--- src/rtl/iter_fixed_point_div_pkg.sv ---
// Shared types and width helpers for the iterative fixed-point divider.
package fixed_point_div_pkg;

  typedef enum logic [1:0] {
    IDLE = 2'd0,
    CALC = 2'd1,
    DONE = 2'd2
  } state_t;

  function automatic int calc_nq(input int wiia, input int wifa, input int wifb, input int wof);
    return wiia + wifa + wifb + wof + 1;
  endfunction

  function automatic int zoom_wii(input int wiia, input int wifb);
    return wiia + wifb + 1;
  endfunction

  function automatic int zoom_wif(input int wifa, input int wof);
    return wifa + wof + 1;
  endfunction

endpackage

--- src/rtl/iter_fixed_point_div_if.sv ---
// Operand/result handshake bundle for iter_fixed_point_div.
interface iter_fixed_point_div_if #(
  parameter int WA = 16,
  parameter int WB = 16,
  parameter int WO = 16
);
  logic          i_valid;
  logic          i_ready;
  logic [WA-1:0] ina;
  logic [WB-1:0] inb;
  logic          o_valid;
  logic [WO-1:0] out;
  logic          overflow;

  modport master (output i_valid, ina, inb, input i_ready, o_valid, out, overflow);
  modport slave  (input i_valid, ina, inb, output i_ready, o_valid, out, overflow);
endinterface

--- src/rtl/iter_fixed_point_div_zoom.sv ---
// Combinational format trim WII.WIF -> WOI.WOF with rounding/truncation toward zero and saturation.
// Assumes WIF > WOF and WII >= WOI.
module comb_FixedPointZoom #(
  parameter int WII   = 17,
  parameter int WIF   = 17,
  parameter int WOI   = 8,
  parameter int WOF   = 8,
  parameter bit ROUND = 1'b1
) (
  input  logic [WII+WIF-1:0] i_x,
  output logic [WOI+WOF-1:0] o_y,
  output logic               o_ovf
);
  localparam int WI = WII + WIF;
  localparam int WO = WOI + WOF;
  localparam int SH = WIF - WOF;

  logic signed [WI:0] w_ext;
  logic signed [WI:0] w_shift;
  logic               w_inc;
  logic        [WI:0] w_r;
  logic               w_fit;

  assign w_ext   = {i_x[WI-1], i_x};
  assign w_shift = w_ext >>> SH;
  // Round: add the guard bit to the floored value. Truncate: step a negative inexact value back toward zero.
  assign w_inc   = ROUND ? i_x[SH-1] : (i_x[WI-1] & (|i_x[SH-1:0]));
  assign w_r     = w_shift + {{WI{1'b0}}, w_inc};
  assign w_fit   = (&w_r[WI:WO-1]) | ~(|w_r[WI:WO-1]);

  assign o_y   = w_fit ? w_r[WO-1:0]
               : (w_r[WI] ? {1'b1, {(WO-1){1'b0}}} : {1'b0, {(WO-1){1'b1}}});
  assign o_ovf = ~w_fit;
endmodule

--- src/rtl/iter_fixed_point_div.sv ---
// Iterative signed fixed-point divider: radix-2 restoring shift-subtract, fixed NQ+2 cycle period.
module iter_fixed_point_div
  import fixed_point_div_pkg::*;
#(
  parameter int WIIA  = 8,
  parameter int WIFA  = 8,
  parameter int WIIB  = 8,
  parameter int WIFB  = 8,
  parameter int WOI   = 8,
  parameter int WOF   = 8,
  parameter bit ROUND = 1'b1
) (
  input logic                clk,
  input logic                rst,
  iter_fixed_point_div_if.slave bus
);
  localparam int WA   = WIIA + WIFA;
  localparam int WB   = WIIB + WIFB;
  localparam int WO   = WOI + WOF;
  localparam int NQ   = calc_nq(WIIA, WIFA, WIFB, WOF);
  localparam int ZWII = zoom_wii(WIIA, WIFB);
  localparam int ZWIF = zoom_wif(WIFA, WOF);
  localparam int SHN  = WIFB + WOF + 1;
  localparam int CW   = $clog2(NQ);
  localparam logic [WO-1:0] MAXP = {1'b0, {(WO-1){1'b1}}};
  localparam logic [WO-1:0] MINN = {1'b1, {(WO-1){1'b0}}};

  state_t          r_state;
  logic [NQ-1:0]   r_num;
  logic [WB-1:0]   r_den;
  logic [WB-1:0]   r_rem;
  logic [NQ-1:0]   r_quo;
  logic [CW-1:0]   r_cnt;
  logic            r_neg;
  logic            r_dz;
  logic            r_ready;
  logic            r_valid;
  logic [WO-1:0]   r_out;
  logic            r_ovf;

  // Unsigned WA-bit negation is exact for the most negative operand (2^(WA-1) fits unsigned).
  logic [WA-1:0]   w_a_mag;
  logic [WB-1:0]   w_b_mag;
  logic [NQ-1:0]   w_num;
  logic [WB:0]     w_trial;
  logic [WB-1:0]   w_diff;
  logic            w_ge;
  logic [NQ:0]     w_sq;
  logic [WO-1:0]   w_zoom;
  logic            w_zoom_ovf;

  assign w_a_mag = bus.ina[WA-1] ? (~bus.ina + WA'(1'b1)) : bus.ina;
  assign w_b_mag = bus.inb[WB-1] ? (~bus.inb + WB'(1'b1)) : bus.inb;
  assign w_num   = {w_a_mag, {SHN{1'b0}}};
  assign w_trial = {r_rem, r_num[NQ-1]};
  assign w_ge    = (w_trial >= {1'b0, r_den});
  assign w_diff  = w_trial[WB-1:0] - r_den;
  assign w_sq    = r_neg ? (~{1'b0, r_quo} + (NQ+1)'(1'b1)) : {1'b0, r_quo};

  comb_FixedPointZoom #(
    .WII(ZWII), .WIF(ZWIF), .WOI(WOI), .WOF(WOF), .ROUND(ROUND)
  ) u_zoom (
    .i_x  (w_sq),
    .o_y  (w_zoom),
    .o_ovf(w_zoom_ovf)
  );

  // Control FSM plus remainder/quotient datapath and registered outputs.
  always_ff @(posedge clk or posedge rst) begin
    if (rst) begin
      r_state <= IDLE;
      r_num   <= '0;
      r_den   <= '0;
      r_rem   <= '0;
      r_quo   <= '0;
      r_cnt   <= '0;
      r_neg   <= 1'b0;
      r_dz    <= 1'b0;
      r_ready <= 1'b1;
      r_valid <= 1'b0;
      r_out   <= '0;
      r_ovf   <= 1'b0;
    end else begin
      r_valid <= 1'b0;
      case (r_state)
        IDLE: begin
          if (bus.i_valid) begin
            r_num   <= w_num;
            r_den   <= w_b_mag;
            r_neg   <= bus.ina[WA-1] ^ bus.inb[WB-1];
            r_dz    <= (bus.inb == '0);
            r_rem   <= '0;
            r_quo   <= '0;
            r_cnt   <= CW'(NQ - 1);
            r_ready <= 1'b0;
            r_state <= CALC;
          end
        end
        CALC: begin
          r_rem <= w_ge ? w_diff : w_trial[WB-1:0];
          r_num <= r_num << 1;
          r_quo <= {r_quo[NQ-2:0], w_ge};
          if (r_cnt == '0) begin
            r_state <= DONE;
          end else begin
            r_cnt <= r_cnt - CW'(1'b1);
          end
        end
        DONE: begin
          r_out   <= r_dz ? (r_neg ? MINN : MAXP) : w_zoom;
          r_ovf   <= r_dz | w_zoom_ovf;
          r_valid <= 1'b1;
          r_ready <= 1'b1;
          r_state <= IDLE;
        end
        default: begin
          r_ready <= 1'b1;
          r_state <= IDLE;
        end
      endcase
    end
  end

  assign bus.i_ready  = r_ready;
  assign bus.o_valid  = r_valid;
  assign bus.out      = r_out;
  assign bus.overflow = r_ovf;
endmodule

--- src/flat_wrapper.sv ---
// flat-port wrapper written by rule: the top's interface ports become plain ports
module iter_fixed_point_div_flat import fixed_point_div_pkg::*;
#(
  parameter int WIIA  = 8,
  parameter int WIFA  = 8,
  parameter int WIIB  = 8,
  parameter int WIFB  = 8,
  parameter int WOI   = 8,
  parameter int WOF   = 8,
  parameter bit ROUND = 1'b1
)
  (clk, rst, bus_i_valid, bus_ina, bus_inb, bus_i_ready, bus_o_valid, bus_out, bus_overflow);
  iter_fixed_point_div_if #(.WA(16), .WB(16), .WO(16)) bus_i ();
  input logic clk;
  input logic rst;
  input wire logic [$bits(bus_i.i_valid)-1:0] bus_i_valid;
  input wire logic [$bits(bus_i.ina)-1:0] bus_ina;
  input wire logic [$bits(bus_i.inb)-1:0] bus_inb;
  output wire logic [$bits(bus_i.i_ready)-1:0] bus_i_ready;
  output wire logic [$bits(bus_i.o_valid)-1:0] bus_o_valid;
  output wire logic [$bits(bus_i.out)-1:0] bus_out;
  output wire logic [$bits(bus_i.overflow)-1:0] bus_overflow;
  assign bus_i.i_valid = bus_i_valid;
  assign bus_i.ina = bus_ina;
  assign bus_i.inb = bus_inb;
  assign bus_i_ready = bus_i.i_ready;
  assign bus_o_valid = bus_i.o_valid;
  assign bus_out = bus_i.out;
  assign bus_overflow = bus_i.overflow;
  iter_fixed_point_div #(.WIIA(WIIA), .WIFA(WIFA), .WIIB(WIIB), .WIFB(WIFB), .WOI(WOI), .WOF(WOF), .ROUND(ROUND)) u_core (.clk(clk), .rst(rst), .bus(bus_i));
endmodule
--- config.mk ---
export PLATFORM = sky130hd
export DESIGN_NAME = iter_fixed_point_div_flat
export DESIGN_NICKNAME = d
export VERILOG_FILES = /design/src/rtl/iter_fixed_point_div_pkg.sv /design/src/rtl/iter_fixed_point_div_if.sv /design/src/rtl/iter_fixed_point_div_zoom.sv /design/src/rtl/iter_fixed_point_div.sv /design/src/flat_wrapper.sv
export SDC_FILE = /design/constraint.sdc
export NUM_CORES = 1
export LEC_CHECK = 0
export ABC_AREA = 1
export ABC_CLOCK_PERIOD_IN_PS = 3500
export CORE_UTILIZATION = 45
export CTS_CLUSTER_DIAMETER = 30
export DETAILED_ROUTE_END_ITERATION = 6
export GPL_ROUTABILITY_DRIVEN = 0
export GPL_TIMING_DRIVEN = 0
export PLACE_DENSITY = 0.7
export SYNTH_ARGS = -nofsm -noshare
export SYNTH_HDL_FRONTEND = slang
export SYNTH_SLANG_ARGS = --single-unit
--- constraint.sdc ---
create_clock -name clk -period 3.5 [get_ports clk]
set_clock_uncertainty 0.2 [all_clocks]
set_input_delay 0.7 -clock clk [delete_from_list [all_inputs] [get_ports clk]]
set_output_delay 0.7 -clock clk [all_outputs]
set_load 0.05 [all_outputs]
* Word-level counts from Yosys, hierarchy flattened
Cells that the tools add are included.
Widths: inputs -> output; s select.
** Word-level totals
- Register bits :: 127
- Latch bits :: 0
- Bits in writable memories :: 0
- Bits in read-only memories :: 0
- Output and inout port bits :: 19
- Logic and storage cells :: 67
- Memories :: 0
** Operators by class
- $add $sub $neg :: 6
- Multiply operators :: 0
- Divide/modulo/power cells :: 0
- Order comparisons :: 1
- Eq/ne operators :: 5
- Shifts and indexed selects :: 0
- Muxes and demuxes :: 23
- Bitwise gates (word level) :: 9
- Reduce and logical (&&, ||, !) cells :: 11
** Operators with widths (count)
- $pmux 33 s2 :: 2
- $mux 16 :: 8
- $mux 33 :: 2
- $add 34x1->34 const B :: 1
- $mux 34 :: 1
- $not 33->34 :: 1
- $add 16x1->16 const B :: 2
- $not 16->16 :: 2
- $pmux 16 s2 :: 1
- $add 25x2->26 :: 1
- $reduce_and 20->1 :: 1
- $reduce_or 20->1 :: 1
- $ge 17x16->1 :: 1
- $logic_not 16->1 :: 1
- $sub 16x16->16 :: 1
- $mux 6 :: 2
- $pmux 6 s2 :: 1
- $reduce_and 2->1 :: 4
- $logic_not 6->1 :: 1
- $sub 6x1->6 const B :: 1
- $mux 2 :: 2
- $ne 2x2->1 const B :: 2
- $pmux 2 s2 :: 1
- $not 1->1 :: 3
- 10 further kinds :: 12

* Longest topological paths before layout
Gate-level depths: netlist (run 1).
- Word-level depth :: 9
- Mapped depth :: 26
- Mapped depth without buffers :: 25

* Modules after synthesis
From an unflattened synthesis (run 1), not the netlist that was laid out.
** Unflattened totals
- Cell total of the unflattened synthesis :: 1210
- Area total of the unflattened synthesis :: 8136.6 sq um
** By module, submodules not included
- iter_fixed_point_div :: times used 1, cells an instance 990, area each 7083.0 sq um, seq. area each 2753.9 sq um
- comb_FixedPointZoom :: times used 1, cells an instance 220, area each 1053.5 sq um, seq. area each 0.0 sq um

* Least setup slack after synthesis (run 1)
OpenSTA, ideal clock, no wires.
- Kind :: register -> register
- From :: reg u_core.r_neg
- To :: reg u_core.r_out[0], in the netlist u_core.bus.out[0]
- Data arrival time :: 2923 ps
- Data required time :: 3182 ps
- Setup slack :: 258 ps
- Stages on the path, launching flop included :: 25
- Buffers on the path :: 4
- Period minus slack after synthesis :: 3242 ps
- Cell sequence :: dfrtp_1 buf_4 buf_4 buf_2 inv_1 nor2_1 xor2_1 ha_1 ha_1 nand2_2 nor2_4 inv_2 nor2_2 nand3_2 nor2_1 nand2_1 nand2_1 nand2_1 nor2_1 nand2_2 nand3_1 nand2_2 buf_6 nor2_1 nor2_1
** On the way
- Cells in the longest elaborated chain, start to end :: 7
** Ends and longest elaborated chain
- from (decl) :: RTL line iter_fixed_point_div.sv:34 : logic r_neg;
- from (signal assigned) :: RTL line iter_fixed_point_div.sv:90 : r_neg <= bus.ina[WA-1] ^ bus.inb[WB-1];
- $mux 34 :: RTL line iter_fixed_point_div.sv:58 : assign w_sq = r_neg ? (~{1'b0, r_quo} + (NQ+1)'(1'b1)) : {1'b0, r_quo};
- $add 25x2->26 :: RTL line iter_fixed_point_div_zoom.sv:28 : assign w_r = w_shift + {{WI{1'b0}}, w_inc};
- $reduce_or 20->1 :: RTL line iter_fixed_point_div_zoom.sv:29 : assign w_fit = (&w_r[WI:WO-1]) | ~(|w_r[WI:WO-1]);
- $not 1->1 :: RTL line iter_fixed_point_div_zoom.sv:29
- $or 1x1->1 :: RTL line iter_fixed_point_div_zoom.sv:29
- $mux 16 :: RTL line iter_fixed_point_div_zoom.sv:31 : assign o_y = w_fit ? w_r[WO-1:0]
- $mux 16 * :: RTL line iter_fixed_point_div.sv:110 : r_out <= r_dz ? (r_neg ? MINN : MAXP) : w_zoom;
- to (signal assigned) :: RTL line iter_fixed_point_div.sv:110
- to (decl) :: RTL line iter_fixed_point_div.sv:38 : logic [WO-1:0] r_out;
Every way passes the cells marked *; elsewhere a longest branch is shown, timed or not.
A chain may end at the register's enable or synchronous reset.

* Worst setup path after layout (run 1)
- From :: reg u_core.r_quo[0]
- To :: reg u_core.r_out[0], in the netlist u_core.bus.out[0]
** On the way
- Cells in the longest elaborated chain, start to end :: 9
** Ends and longest elaborated chain
- from (decl) :: RTL line iter_fixed_point_div.sv:32 : logic [NQ-1:0] r_quo;
- from (signal assigned) :: RTL line iter_fixed_point_div.sv:102 : r_quo <= {r_quo[NQ-2:0], w_ge};
- $not 33->34 * :: RTL line iter_fixed_point_div.sv:58
- $add 34x1->34 * :: RTL line iter_fixed_point_div.sv:58
- $mux 34 * :: RTL line iter_fixed_point_div.sv:58
- $add 25x2->26 * :: RTL line iter_fixed_point_div_zoom.sv:28
- $reduce_or 20->1 :: RTL line iter_fixed_point_div_zoom.sv:29
- $not 1->1 :: RTL line iter_fixed_point_div_zoom.sv:29
- $or 1x1->1 :: RTL line iter_fixed_point_div_zoom.sv:29
- $mux 16 * :: RTL line iter_fixed_point_div_zoom.sv:31
- $mux 16 * :: RTL line iter_fixed_point_div.sv:110
Marked as above.

==> out/metrics.csv, run 1 <==
metric,value,unit
outcome,completed,
layout net count,1223,
Placed Instances,1360,
most frequent CP cell,nor2_4,
drt via density,5.23,
Reg power frac,0.233,
Post-Syn Area,0.00784,mm²
Simple-Gate Fraction of Synth Area,0.342,
detailed-placement wirelength estimate,14.9,mm
worst slew pin tran,0.895,ns
maximum vdd ir drop,0.000409,V
post-synth top area share,0.348,
Post-route DRC,0,
share of post-route cells with drive strength above 1,0.141,
I/O pins,54,
fin. max-slew vios,0,
H-tree depth,3,
clock sinks,110,
ANT nets after route,0,
Die X,134,µm
PD cells,1030,mW/mm²
clk buf depth,2,
clock root cell,clkbuf_16,
synthesis-to-layout area growth,18.4,%
CTS tree,built,
Synth async-reset ratio,1.00,
r2r startpoint,u_core.r_quo[0],
post-synthesis compound-gate area fraction,0.129,
post-synthesis xor/xnor area fraction,0.0635,
WP data required,3.59,ns
R2R Setup Slk,0.05,ns
CP Data Arrival Time,3.54,ns
First-pass DRT Iterations,5,
largest family of logic cells by synthesized area,simple AND/OR/NAND/NOR gates,
cell internal pwr,4.59,mW
post-synthesis cell type count,47,
setup violators final,0,
Top delay family on crit path,simple AND/OR/NAND/NOR gates,
Placed Area,0.00868,mm²
CP Max Fanout,7,
critical path launch point type,register,
Starting Density,0.466,
CTS Hold Bufs,0,
Final Hold Violating Endpoints,0,
Post-Route WL,19.5,mm
Die H,134,µm
Crit-path slowest cell,dfrtp_1,
Syn Nets,1144,
maximum number of pins on one net before global-route repair,41,
RSZ-0062 raised after global routing,true,
global route overflow,0,
element type at the critical path end,register,
core box area,0.0168,mm²
most frequent cells in the layout,"nand2_1 (240), nor2_1 (135), dfrtp_1 (109), inv_1 (106), o21ai_0 (68)",
synthesized instance count,1086,
vias in the first global route,6828,
"slowest stage delay, CP",0.41,ns
CP Class,reg -> reg,
prevailing post-synth register cell,dfrtp_1,
Final Instance Count excl. Fillers,1390,
final worst path period need,3.45,ns
slew margin rel.,0.402,
die area,0.0180,mm²
clk_lat worst skew,0.36,ns
post-synthesis mux area share,0,
adder-cell share of the synthesized area,0.0377,
max cap viols,0,
"most common cell after layout, fill and taps aside",nand2_1,
Comb pwr share,0.651,
DRT iter0 DRCs,475,
Post-synth EDFFs,0,
Hold/Removal Path Class,reg -> reg,
f_max,290,MHz
synthesis-stage register bit count,110,
"CTS clk-pin slew, worst paths",0.08,ns
sw power,5.00,mW
Avg Synthesized Cell Area,7.22,µm²
Synth warnings,0,
Synth area leaders,"dfrtp_1 (35%), nand2_1 (12%), nor2_1 (6.8%)",
Switching Fraction,0.521,
first-pass GRT wire length,32.7,mm
GRT Util Overall,0.227,
initial antenna violation count,0,
FP Rows,47,
Critical Path Start,u_core.r_quo[0],
register area share after synthesis,0.351,
Clock power frac,0.116,
final core utilization,0.552,
period utilization,0.985,
Buf/Inv on CP,3,
TritonCTS buffer count,9,
Port Buffers,52,
Final Cell Area,0.00928,mm²
DR WL/cell,14.1,µm
total number of vias,7272,
leading area contributor after synthesis,dfrtp_1,
hold path start,u_core.r_den[12],
leakage dissipation,4.30,nW
antenna cells,0,
==> synthesized netlist by cell type, types with 22 or more instances <==
cell and number:
nand2_1 241, nor2_1 141, dfrtp_1 109, inv_1 109, o21ai_0 71, nand3_1 56
xor2_1 38, a21oi_1 36, nand2_2 36, o22ai_1 34, nor2_2 26, clkbuf_1 22
ha_1 22
==> cells by family (layout without fill, tap and decap cells) <==
family | after synthesis | after routing
compound gates | 177 | 177
xor+xnor | 56 | 56
fa+ha+maj | 23 | 23
buf+inv | 152 | 236
flops | 110 | 110
simple gates | 568 | 568
==> path summary, 6_finish.rpt <==
check	depth (start not counted)	to
worst max-delay path	25	u_core.bus.out[0]
worst min-delay path	2	u_core.r_den[12]
worst max register to register	25	u_core.bus.out[0]
worst min register to register	2	u_core.r_den[12]
max in group asynchronous	3	u_core.bus.i_ready
min in group asynchronous	2	u_core.r_num[29]
==> tightest hold or removal path, cell delays in order (launching register included) <==
cell and delay (ns):
dfrtp_1 0.35, nand2_1 0.05, o21ai_0 0.06
==> final cells by class <==
type                    instances  area, µm²
plain buffers                  29        158
clock buffers                  10        229
clock inverters                 6       86.3
fillers                      1650       7540
inverters                     122        467
multi-input cells             824       4610
flip-flops and latches        110       2750
well taps                     220        275
repair buffers                 69        707
==> through the flow <==
stage                     hold slack, ns  setup WS [ns]  power (mW)  TNS [ns]
after CTS                          0.291         0.0228        9.40         0
after global routing               0.303         -0.106        10.5     -1.08
final                              0.289         0.0534        9.59         0
after floorplan                    0.247          0.258        6.78         0
after global placement             0.262         -0.380        8.06     -5.07
after detailed placement           0.274         -0.392        8.18     -5.43
==> per-layer routing <==
layer,vias up,part of all wire,global-route usage
met4,0,0.016,0.0625
met5,-,0,0
met3,27,0.040,0.0348
met1,3373,0.46,0.297
li1,3684,-,-
met2,188,0.49,0.390
==> repair_timing <==
item | 4_1_cts | 5_1_grt
gates cloned | 0 | 1
gates resized for setup | 13 | 33
endpoints found under the hold margin | 0 | 0
endpoints found under the setup margin | 27 | 32
buffers inserted | 6 | 8
pin swaps | 6 | 23
==> power by group through the flow <==
stage | clock network, mW | registers (mW) | logic [mW]
2_1_floorplan | 0 | 2.38 | 4.40
6_report | 1.11 | 2.24 | 6.24
3_3_place_gp | 0 | 2.24 | 5.82
3_5_place_dp | 0 | 2.25 | 5.94
4_1_cts | 1.13 | 2.23 | 6.03
5_1_grt | 1.17 | 2.31 | 6.98
==> state kept, by name (all words and copies together) (netlist names) <==
name / cells
u_core.bus.i_ready: 1
u_core.bus.o_valid: 1
u_core.bus.out: 16
u_core.bus.overflow: 1
u_core.r_cnt: 6
u_core.r_den: 16
u_core.r_dz: 1
u_core.r_neg: 1
u_core.r_num: 16
u_core.r_quo: 33
u_core.r_rem: 16
u_core.r_state: 2
Power figures use the tool's default switching activity.
==> run 2: changes to the inputs <==
--- a/config.mk
+++ b/config.mk
@@ -7,6 +7,7 @@
 export LEC_CHECK = 0
 export ABC_AREA = 1
 export ABC_CLOCK_PERIOD_IN_PS = 3500
+export CORE_ASPECT_RATIO = 1.2
 export CORE_UTILIZATION = 45
 export CTS_CLUSTER_DIAMETER = 30
 export DETAILED_ROUTE_END_ITERATION = 6
==> out/metrics.csv, run 2 (synthesis gave the netlist of run 1 again) <==
metric,value,unit
outcome,completed,
Crit-path slowest cell,dfrtp_1,
Reg area,0.00275,mm²
First-pass DRT Iterations,5,
CTS tree,built,
final core utilization,0.555,
ANT nets after route,0,
Starting Density,0.462,
WHS,0.284,ns
Die X,122,µm
worst slew pin tran,0.931,ns
DR WL/cell,14.1,µm
max cap viols,0,
Post-Route WL,19.7,mm
synthesis-to-layout area growth,20.3,%
max FFs per register,33,
"most common cell after layout, fill and taps aside",nand2_1,
core box area,0.0170,mm²
clock root cell,clkbuf_16,
drt via density,5.30,
I/O pins,54,
DRT iter0 DRCs,356,
FP Rows,52,
Port Buffers,52,
Top delay family on crit path,simple AND/OR/NAND/NOR gates,
Final Hold Violating Endpoints,0,
CP Data Arrival Time,3.49,ns
Multi-input gate area,0.00467,mm²
initial antenna violation count,0,
Final WS setup,0.0723,ns
slew margin rel.,0.377,
PD cells,1030,mW/mm²
Post-route DRC,0,
most frequent cells in the layout,"nand2_1 (235), nor2_1 (128), dfrtp_1 (109), inv_1 (106), o21ai_0 (68)",
Hold/Removal Path Class,reg -> reg,
CTS Hold Bufs,0,
maximum number of pins on one net before global-route repair,42,
critical path launch point type,register,
leakage dissipation,4.39,nW
TritonCTS buffer count,9,
global route overflow,0,
share of post-route cells with drive strength above 1,0.160,
"slowest stage delay, CP",0.41,ns
Die H,147,µm
period utilization,0.979,
Buf/Inv on CP,2,
setup violators final,0,
maximum vdd ir drop,0.000485,V
detailed-placement wirelength estimate,15.2,mm
final worst path period need,3.43,ns
CP Class,reg -> reg,
element type at the critical path end,register,
die area,0.0180,mm²
fin. max-slew vios,0,
fillcell total,1628,
f_max,292,MHz
"CTS clk-pin slew, worst paths",0.08,ns
GRT Util Overall,0.230,
antenna cells,0,
first-pass GRT wire length,32.5,mm
CP Max Fanout,7,
WP data required,3.56,ns
clk_lat worst skew,0.37,ns
layout net count,1232,
H-tree depth,3,
clock sinks,110,
Reg with most FFs,u_core.r_quo,
pre-CTS WS,-0.444,ns
vias in the first global route,7009,
clk buf depth,2,
total number of vias,7399,
RSZ-0062 raised after global routing,true,
==> run 2: worst paths after layout <==
check,cells after the start,slack [ns],to,startpoint
hold reg to reg,2,0.28,u_core.r_den[3],u_core.r_den[3]
hold / removal,2,0.28,u_core.r_den[3],u_core.r_den[3]
max in group asynchronous,5,1.72,u_core.bus.overflow,rst
setup / recovery,25,0.07,u_core.bus.out[5],u_core.r_quo[6]
setup reg to reg,25,0.07,u_core.bus.out[5],u_core.r_quo[6]
min in group asynchronous,2,0.41,u_core.r_num[17],rst
==> run 2: cell type report <==
cell class | count | share of cell area
plain buffers | 30 | 0.0183
clock buffers | 9 | 0.0239
clock inverters | 7 | 0.00995
inverters | 122 | 0.0496
multi-input cells | 824 | 0.495
flip-flops and latches | 110 | 0.292
well taps | 216 | 0.0287
repair buffers | 77 | 0.0822
==> run 2: per-layer routing <==
metal / global-route usage / vias to the layer above / share of wire
met2: 0.408 / 190 / 0.52
met3: 0.0211 / 42 / 0.035
met1: 0.275 / 3459 / 0.42
met4: 0.106 / 0 / 0.031
li1: - / 3708 / -
met5: 0 / - / 0
==> run 2: per-stage QoR <==
stage               total power, mW  instances  cell area, µm²  TNS, ns
global placement               8.07       1354            8630    -5.20
detailed placement             8.20       1357            8690    -6.23
CTS                            9.42       1379            9130        0
finish                         9.67       1395            9430        0
floorplan                      6.78       1086            7840        0
global route                   10.6       1395            9430    -1.36
==> run 2: what timing repair did <==
item | CTS | global route
pin swaps | 6 | 35
buffers inserted | 6 | 15
gates resized for setup | 16 | 49
setup endpoints to repair | 32 | 32
gates cloned | 0 | 1
==> run 2: power by group <==
| part | switching (mW) | leakage (nW) | internal, mW |
|---|---|---|---|
| Clock | 0.539 | 0.156 | 0.573 |
| Sequential | 0.409 | 1.40 | 1.83 |
| Combinational | 4.09 | 2.84 | 2.23 |
| Total | 5.04 | 4.39 | 4.64 |
==> run 2: tightest hold or removal path, delay by kind of cell, from the launching register on <==
family	cells	cell delay [ns]
AND/OR/NAND/NOR	1	0.05
AO/OA/AOI/OAI	1	0.06
flip-flops	1	0.34
==> run 3: changes to the inputs <==
--- a/config.mk
+++ b/config.mk
@@ -7,13 +7,15 @@
 export LEC_CHECK = 0
 export ABC_AREA = 1
 export ABC_CLOCK_PERIOD_IN_PS = 3500
+export CELL_PAD_IN_SITES_DETAIL_PLACEMENT = 2
+export CELL_PAD_IN_SITES_GLOBAL_PLACEMENT = 2
 export CORE_ASPECT_RATIO = 1.2
-export CORE_UTILIZATION = 45
+export CORE_UTILIZATION = 31
 export CTS_CLUSTER_DIAMETER = 30
 export DETAILED_ROUTE_END_ITERATION = 6
 export GPL_ROUTABILITY_DRIVEN = 0
 export GPL_TIMING_DRIVEN = 0
-export PLACE_DENSITY = 0.7
+export PLACE_DENSITY = 0.8
 export SYNTH_ARGS = -nofsm -noshare
 export SYNTH_HDL_FRONTEND = slang
 export SYNTH_SLANG_ARGS = --single-unit
==> out/metrics.csv, run 3 (synthesis gave the netlist of run 1 again) <==
metric,value,unit
clk buf depth,2,
setup violators final,16,
DR WL/cell,21.4,µm
Die X,147,µm
max cap viols,0,
element type at the critical path end,register,
Placed Area,0.00883,mm²
Post-route DRC,0,
"most common cell after layout, fill and taps aside",nand2_1,
clk_lat worst skew,0.37,ns
Final Cell Area,0.00997,mm²
global route overflow,0,
die area,0.0259,mm²
CP Class,reg -> reg,
Die H,176,µm
maximum vdd ir drop,0.000269,V
Hold/Removal Path Class,reg -> reg,
failing checks,negative setup slack,
PD cells,1110,mW/mm²
clock sinks,110,
synthesis-to-layout area growth,27.2,%
FP Rows,63,
period utilization,1.07,
total negative slack,-2.68,ns
RSZ-0062 raised after global routing,true,
Starting Density,0.317,
clock root cell,clkbuf_16,
TritonCTS buffer count,9,
critical path launch point type,register,
outcome,"finished, violations left",
Top Layer Used,met4,
Placed Instances,1466,
most frequent cells in the layout,"nand2_1 (230), dfrtp_1 (109), nor2_1 (107), inv_1 (106), o21ai_0 (66)",
f_max,267,MHz
Reg with most FFs,u_core.r_quo,
Final Hold Violating Endpoints,0,
Cells on Worst Hold Path,2,
leakage dissipation,4.50,nW
GRT Util Overall,0.228,
share of post-route cells with drive strength above 1,0.204,
CTS Hold Bufs,0,
H-tree depth,3,
final core utilization,0.403,
Final Instance Count excl. Fillers,1523,
layout net count,1251,
"Critical Path, Cell by Cell","nor2_1, nand2_1, nor2_2, nand2_1, nand2_1, nand3_1, nand2_2, nand2_1, nor2_1, inv_1, nor2_1, nand4_1, nand2_1, nand2_1, nor2_1, nand2_2, nand3_1, nand2_2, buf_6, o21ai_1",
drt via density,5.26,
Port Buffers,52,
CTS tree,built,
Met1 Wirelength,12.1,mm
First-pass DRT Iterations,4,
CP Max Fanout,10,
fillcell total,2879,
initial antenna violation count,0,
Final WS setup,-0.240,ns
first-pass GRT wire length,46.3,mm
"slowest stage delay, CP",0.45,ns
vias in the first global route,8859,
maximum number of pins on one net before global-route repair,39,
met2 wire length,18.0,mm
DR WL met3,1.01,mm
most frequent CP cell,nand2_1,
core box area,0.0248,mm²
ANT nets after route,0,
Post-Route WL,32.5,mm
"CTS clk-pin slew, worst paths",0.09,ns
DRT iter0 DRCs,336,
fin. max-slew vios,0,
Reg2Reg Depth,20,
max FFs per register,33,
Crit-path slowest cell,dfrtp_1,
slew margin rel.,0.425,
WP data required,3.55,ns
total number of vias,8015,
worst slew pin tran,0.859,ns
CP Data Arrival Time,3.79,ns
I/O pins,54,
detailed-placement wirelength estimate,20.7,mm
final worst path period need,3.74,ns
antenna cells,0,
==> run 3: per-layer routing <==
metal  global-route usage  vias to the layer above
li1                     -                     3731
met1                0.246                     4017
met2                0.452                      183
met3               0.0225                       84
met4               0.0829                        0
met5                    0                        -
==> run 3: repair_timing <==
action / CTS / global route
gates resized for setup: 47 / 84
buffers inserted: 17 / 23
hold endpoints to repair: 0 / 0
pin swaps: 18 / 52
cloned: 1 / 0
endpoints found under the setup margin: 33 / 33
==> run 3: area by class of cell <==
class,instances,area [µm²],area share
inverters,122,474,0.0476
multi-input cells,824,4930,0.494
clock inverters,7,76.3,0.00765
well taps,325,407,0.0408
repair buffers,96,925,0.0927
flip-flops and latches,110,2750,0.276
clock buffers,9,225,0.0226
plain buffers,30,183,0.0183
==> run 3: stage by stage <==
stage	power, mW	hold WS, ns	setup WS [ns]
finish	11.1	0.283	-0.240
global route	11.9	0.317	-0.444
CTS	10.1	0.289	0.00775
detailed placement	8.68	0.273	-0.635
global placement	8.38	0.267	-0.447
floorplan	6.78	0.247	0.258
==> run 3: path summary, 6_finish.rpt <==
check	startpoint	end	slack, ns
min in group asynchronous	rst	u_core.r_rem[4]	0.51
worst max-delay path	u_core.r_quo[20]	u_core.bus.out[15]	-0.24
max in group asynchronous	rst	u_core.bus.i_ready	1.50
worst min register to register	u_core.bus.i_ready	u_core.bus.i_ready	0.28
worst min-delay path	u_core.bus.i_ready	u_core.bus.i_ready	0.28
worst max register to register	u_core.r_quo[20]	u_core.bus.out[15]	-0.24
==> run 3: critical path: cells and delay by family, from the launching register on <==
| kind | cells | cell delay [ns] |
|---|---|---|
| buf+inv | 2 | 0.28 |
| compound gates | 1 | 0.28 |
| simple gates | 17 | 2.41 |
| flops | 1 | 0.45 |
==> run 3: where the power goes <==
part           leakage [nW]  total [mW]  internal (mW)  switching [mW]
registers              1.40        2.31           1.83           0.485
logic                  2.96        7.70           2.53            5.17
clock network         0.145        1.09          0.508           0.582
total                  4.50        11.1           4.87            6.24
